<file path="src/rtl/lc3b_types.sv">
// rtl/lc3b_types.sv - LC-3b shared types: memory port states, strobe bundle, decode helpers
package lc3b_types;

  localparam int LC3B_MEM_WAIT_DEFAULT = 2;

  typedef enum logic [2:0] {
    IDLE,
    SETUP,
    ACCESS,
    HOLD,
    DONE
  } lc3b_mem_state;

  // Everything the memory port drives besides address/data; registered as one bundle.
  typedef struct packed {
    logic busy;
    logic ready;
    logic ce_n;
    logic oe_n;
    logic we_n;
    logic ub_n;
    logic lb_n;
    logic wdata_oe;
  } mem_pins_t;

  // Pin levels for the state being entered; lanes_n is {ub_n, lb_n} for the access.
  function automatic mem_pins_t mem_pins(lc3b_mem_state s, logic wr, logic [1:0] lanes_n);
    mem_pins_t p;
    p.busy     = 1'b1;
    p.ready    = 1'b0;
    p.ce_n     = 1'b1;
    p.oe_n     = 1'b1;
    p.we_n     = 1'b1;
    p.ub_n     = 1'b1;
    p.lb_n     = 1'b1;
    p.wdata_oe = 1'b0;
    case (s)
      IDLE: p.busy = 1'b0;
      SETUP: begin
        p.ce_n           = 1'b0;
        {p.ub_n, p.lb_n} = lanes_n;
        p.oe_n           = wr;
        p.wdata_oe       = wr;
      end
      ACCESS: begin
        p.ce_n           = 1'b0;
        {p.ub_n, p.lb_n} = lanes_n;
        p.oe_n           = wr;
        p.we_n           = !wr;
        p.wdata_oe       = wr;
      end
      HOLD: begin
        p.ce_n           = 1'b0;
        {p.ub_n, p.lb_n} = lanes_n;
        p.wdata_oe       = 1'b1;
      end
      DONE: p.ready = 1'b1;
      default: p.busy = 1'b0;
    endcase
    return p;
  endfunction

  // Lane enables {ub_n, lb_n}: a byte write selects one lane by address bit 0.
  function automatic logic [1:0] lane_n(logic wr, logic bsel, logic a0);
    if (wr && bsel) return a0 ? 2'b01 : 2'b10;
    return 2'b00;
  endfunction

endpackage

</file>
<file path="src/rtl/lc3b_register.sv">
// rtl/lc3b_register.sv - width-parametrised load-enable register with sync active-low reset
module lc3b_register #(
  parameter int WIDTH = 16
) (
  input  logic             clk,
  input  logic             resetn,
  input  logic             ld,
  input  logic [WIDTH-1:0] d,
  output logic [WIDTH-1:0] q
);

  // Hold value unless loaded; reset clears.
  always_ff @(posedge clk) begin
    if (!resetn) q <= '0;
    else if (ld) q <= d;
  end

endmodule

</file>
<file path="src/rtl/mem_wait_ctr.sv">
// rtl/mem_wait_ctr.sv - loadable down-counter with zero flag for SRAM wait states
module mem_wait_ctr #(
  parameter int W = 1
) (
  input  logic         clk,
  input  logic         resetn,
  input  logic         load,
  input  logic [W-1:0] load_val,
  input  logic         dec,
  output logic         zero
);

  logic [W-1:0] count;

  // Load takes priority; decrement saturates at zero.
  always_ff @(posedge clk) begin
    if (!resetn) count <= '0;
    else if (load) count <= load_val;
    else if (dec && count != '0) count <= count - W'(1);
  end

  assign zero = (count == '0);

endmodule

</file>
<file path="src/rtl/mem_port_unit.sv">
// rtl/mem_port_unit.sv - LC-3b MAR/MDR SRAM port; define MEM_BYTE_LANE_EN for byte-lane writes
module mem_port_unit
  import lc3b_types::*;
#(
  parameter int DATA_W      = 16,
  parameter int ADDR_W      = 20,
  parameter int WAIT_CYCLES = LC3B_MEM_WAIT_DEFAULT
) (
  input  logic              Clk,
  input  logic              Reset,
  input  logic              ld_mar,
  input  logic              ld_mdr,
  input  logic [DATA_W-1:0] bus_in,
  input  logic              req,
  input  logic              we,
  input  logic              byte_sel,
  output logic [DATA_W-1:0] mdr_out,
  output logic              busy,
  output logic              ready,
  output logic [ADDR_W-1:0] ADDR,
  output logic [DATA_W-1:0] mem_wdata,
  output logic              mem_wdata_oe,
  input  logic [DATA_W-1:0] mem_rdata,
  output logic              mem_ce_n,
  output logic              mem_oe_n,
  output logic              mem_we_n,
  output logic              mem_ub_n,
  output logic              mem_lb_n
);

  localparam int CTR_W = (WAIT_CYCLES > 0) ? $clog2(WAIT_CYCLES + 1) : 1;

  lc3b_mem_state     state;
  mem_pins_t         pins;
  logic              op_we;
  logic              op_byte;
  logic [ADDR_W-1:0] mar;
  logic [DATA_W-1:0] mdr;
  logic              ctr_zero;
  logic              in_idle;
  logic              mdr_cap;
  logic [1:0]        req_lanes_n;
  logic [1:0]        cur_lanes_n;

  assign in_idle = (state == IDLE);
  // Read data lands in MDR on the final ACCESS edge; no other MDR load while busy.
  assign mdr_cap = (state == ACCESS) && !op_we && ctr_zero;

  lc3b_register #(.WIDTH(ADDR_W)) u_mar (
    .clk    (Clk),
    .resetn (Reset),
    .ld     (in_idle && ld_mar),
    .d      (ADDR_W'(bus_in)),
    .q      (mar)
  );

  lc3b_register #(.WIDTH(DATA_W)) u_mdr (
    .clk    (Clk),
    .resetn (Reset),
    .ld     ((in_idle && ld_mdr) || mdr_cap),
    .d      (mdr_cap ? mem_rdata : bus_in),
    .q      (mdr)
  );

  mem_wait_ctr #(.W(CTR_W)) u_wait (
    .clk      (Clk),
    .resetn   (Reset),
    .load     (state == SETUP),
    .load_val (CTR_W'(WAIT_CYCLES)),
    .dec      (state == ACCESS),
    .zero     (ctr_zero)
  );

`ifdef MEM_BYTE_LANE_EN
  logic mar_next0;
  // Lane choice at the request edge must see a MAR bit loaded on that same edge.
  assign mar_next0   = (in_idle && ld_mar) ? bus_in[0] : mar[0];
  assign req_lanes_n = lane_n(we, byte_sel, mar_next0);
  assign cur_lanes_n = lane_n(op_we, op_byte, mar[0]);
  assign mem_wdata   = op_byte ? {2{mdr[DATA_W/2-1:0]}} : mdr;
`else
  logic unused_op_byte;
  assign unused_op_byte = op_byte;
  assign req_lanes_n    = 2'b00;
  assign cur_lanes_n    = 2'b00;
  assign mem_wdata      = mdr;
`endif

  // Access sequencer: pins are registered alongside the state they belong to.
  always_ff @(posedge Clk) begin
    if (!Reset) begin
      state   <= IDLE;
      op_we   <= 1'b0;
      op_byte <= 1'b0;
      pins    <= mem_pins(IDLE, 1'b0, 2'b11);
    end else begin
      case (state)
        IDLE: if (req) begin
          state   <= SETUP;
          op_we   <= we;
          op_byte <= byte_sel;
          pins    <= mem_pins(SETUP, we, req_lanes_n);
        end
        SETUP: begin
          state <= ACCESS;
          pins  <= mem_pins(ACCESS, op_we, cur_lanes_n);
        end
        ACCESS: if (ctr_zero) begin
          if (op_we) begin
            state <= HOLD;
            pins  <= mem_pins(HOLD, op_we, cur_lanes_n);
          end else begin
            state <= DONE;
            pins  <= mem_pins(DONE, op_we, cur_lanes_n);
          end
        end
        HOLD: begin
          state <= DONE;
          pins  <= mem_pins(DONE, op_we, cur_lanes_n);
        end
        DONE: begin
          state <= IDLE;
          pins  <= mem_pins(IDLE, op_we, cur_lanes_n);
        end
        default: begin
          state <= IDLE;
          pins  <= mem_pins(IDLE, 1'b0, 2'b11);
        end
      endcase
    end
  end

  assign ADDR         = mar;
  assign mdr_out      = mdr;
  assign busy         = pins.busy;
  assign ready        = pins.ready;
  assign mem_ce_n     = pins.ce_n;
  assign mem_oe_n     = pins.oe_n;
  assign mem_we_n     = pins.we_n;
  assign mem_ub_n     = pins.ub_n;
  assign mem_lb_n     = pins.lb_n;
  assign mem_wdata_oe = pins.wdata_oe;

endmodule
</file>
<file path="config.mk">
export PLATFORM = sky130hd
export DESIGN_NAME = mem_port_unit
export DESIGN_NICKNAME = d
export VERILOG_FILES = /design/src/rtl/lc3b_types.sv /design/src/rtl/lc3b_register.sv /design/src/rtl/mem_wait_ctr.sv /design/src/rtl/mem_port_unit.sv
export SDC_FILE = /design/constraint.sdc
export NUM_CORES = 1
export LEC_CHECK = 0
export ABC_AREA = 1
export CAP_MARGIN = 0
export CORE_ASPECT_RATIO = 0.5
export CORE_UTILIZATION = 44
export CTS_CLUSTER_SIZE = 28
export DETAILED_ROUTE_END_ITERATION = 8
export HOLD_SLACK_MARGIN = 0.06
export PLACE_DENSITY = 0.91
export SLEW_MARGIN = 30
export SYNTH_ARGS = -nofsm -noshare
export SYNTH_HDL_FRONTEND = slang
export SYNTH_SLANG_ARGS = --single-unit
</file>
<file path="constraint.sdc">
create_clock -name Clk -period 2.1 [get_ports Clk]
set_input_delay 0.315 -clock Clk [delete_from_list [all_inputs] [get_ports Clk]]
set_output_delay 0.315 -clock Clk [all_outputs]
set_load 0.03 [all_outputs]
</file>
==> results.cfg <==
[power_and_ir_drop]
peakVddDrop_mv = 0.485
switching_share_pct = 39.1
power_frac_clock_pct = 22.4
leakagePower_nw = 1.27
power_density_nw_per_um2 = 975
power_frac_seq_pct = 34.5
p_sw_mw = 1.16
comb_power_share_pct = 43.1
internal-power_mw = 1.80

[cells_and_area]
drive_gt1_share_pct = 6.13
final_cells = 441
seqCellArea_um2 = 861
final_cell_mix = clkdlybuf4s50_1, nand2_1, nor2_1
layout_commonest_cell = clkdlybuf4s50_1
antennaDiodeCount = 0
n_fill_cell = 370
multi_input_area_um2 = 905
area_growth_pct = 42.5
layout.nets = 414

[global_routing]
grt_remaining_overflow = 0
grt_pass1_wl_mm = 8.65
antenna_found_initial = 0
grt_max_degree = 22
grt_pass1_vias = 2026
grt_usage_pct = 21.7

[die]
die_area_um2 = 5140
die_h_um = 51.2
initial_utilization_pct = 47.0
rows = 17
coreArea_um2 = 4530
die-width_um = 100
ios = 99

[status]
status = completed

[job]
max_cap_violations = 0

[placement]
portBuffers = 93
dp_cells = 433
routabilityCongestion = 0.872
dp_hpwl_mm = 4.08

[sta]
fin_crit_sh_pct = 82.7
finClkSkew_ps = 10.6
tns_ps = 0
setup_viol = 0
min_period_ps = 1740
timing.final.hold_violations = 0
fmax_mhz = 576
maxSlewViolCount = 0
rsz0062_at_grt = no

[setup_path]
critPathCaptureType = primary output
worst-path-buf-inv = 1
cp.required_ps = 1780
critPathSlowestCell = clkdlybuf4s50_1
worstPathMaxFanout = 3
crit_type = reg -> out
crit_path_start_kind = register
critical-path-top-delay-family = buffers and inverters
cp_cell_sequence = clkdlybuf4s50_1
crit_arrival_ps = 1420
r2r_cells = 9
path_depth = 1
slowest_delay_ps = 700

[clock_network]
clock_path_buffers = 2
clock_sinks = 43
ctsResizeCount = 0
cts_root_buf = clkbuf_8
cts_tree = done
numCtsBuffers = 5
worstSkewPairLatency_ps = 300
holdBufCountCts = 0
htree_levels = 2
cts_setup_buffers = 0
clk_pin_slew_ps = 80

[min_path]
holdPathStages = 2
hold_class = reg -> reg

[synth]
synth_cells = 304
avgSynthCellArea_um2 = 7.01
synth.yosys.seq_area_share_pct = 40.4
synth_seq_cells = 43
netlist_area_um2 = 2130
yosysUniqueCellTypes = 24
yosysWarnings = 0

[route]
drcViolationCount = 0
drt_wl_total_mm = 5.53
vias = 2187
ant_nets = 0
drtIter0Drc = 89
wl_per_cell_um = 12.5
routed_via_density = 4.96
first_pass_iters = 4
==> power by group through the flow <==
stage / clock [mW] / sequential (mW) / combinational [mW]
2_1_floorplan: 0 / 1.23 / 0.724
3_5_place_dp: 0 / 1.04 / 1.27
5_1_grt: 0.710 / 1.04 / 1.37
4_1_cts: 0.672 / 1.02 / 1.28
3_3_place_gp: 0 / 1.03 / 1.24
6_report: 0.663 / 1.02 / 1.28
==> path summary, 6_finish.rpt <==
path                                        end  slack, ps             from
worst max-delay path                      ready        360         state[2]
worst min-delay path            u_wait.count[0]        470  u_wait.count[0]
worst max register to register       u_mdr.q[7]        390  u_wait.count[0]
worst min register to register  u_wait.count[0]        470  u_wait.count[0]
==> logic make-up after synthesis <==
logic type	share of synthesized area [%]
adders and majority gates	0.587
buffers and inverters	17.6
DFF	40.4
and+or+nand+nor	35.7
AOI/OAI and AO/OA	5.52
other	0.176
==> metrics by stage <==
| step | hold slack (ps) | utilization, % | setup slack, ps | instance area, µm² | total power [mW] |
|---|---|---|---|---|---|
| floorplan | 437 | - | 764 | 2140 | 1.95 |
| global placement | 446 | 64.4 | 461 | 2920 | 2.27 |
| detailed placement | 454 | 64.4 | 429 | 2920 | 2.31 |
| CTS | 467 | 67.0 | 367 | 3030 | 2.97 |
| global route | 483 | 67.0 | 220 | 3030 | 3.12 |
| finish | 466 | 67.0 | 363 | 3030 | 2.96 |
==> sequential cells by signal (all words and copies together), names as in the netlist <==
name / cells
u_wait.count: 2
busy: 1
mem_ce_n: 1
u_mar.q: 16
state: 3
op_we: 1
mem_oe_n: 1
u_mdr.q: 16
mem_we_n: 1
mem_wdata_oe: 1
==> final cells by class <==
class,instances,share of cell area [%]
timing repair buffer,97,31.7
clock buffer,6,2.72
clock inverter,2,1.15
tap,66,2.72
multi-input combinational,199,29.8
inverter,28,3.55
sequential,43,28.4
==> synth_stat cells, drive strengths merged <==
cell type  number  share of area (%)
dfxtp          43                 40
nand3          27                6.6
clkbuf          3               0.53
a21oi          19                4.5
inv            28                5.1
conb            1               0.18
a211oi          1               0.35
o21ai           3               0.70
nor4            1               0.29
ha              1               0.59
nor2           53                 10
nand2          70                 13
buf            34                 12
nand3b          1               0.35
nand4          19                5.6
==> routing by layer <==
layer,routed length (µm),track usage (%),up-vias
li1,-,-,1081
met1,2280,24.3,1026
met2,2840,40.3,76
met3,389,6.16,4
met4,23,7.00,0
met5,0,0,-
No activity file was read; power rests on OpenSTA's default activity.
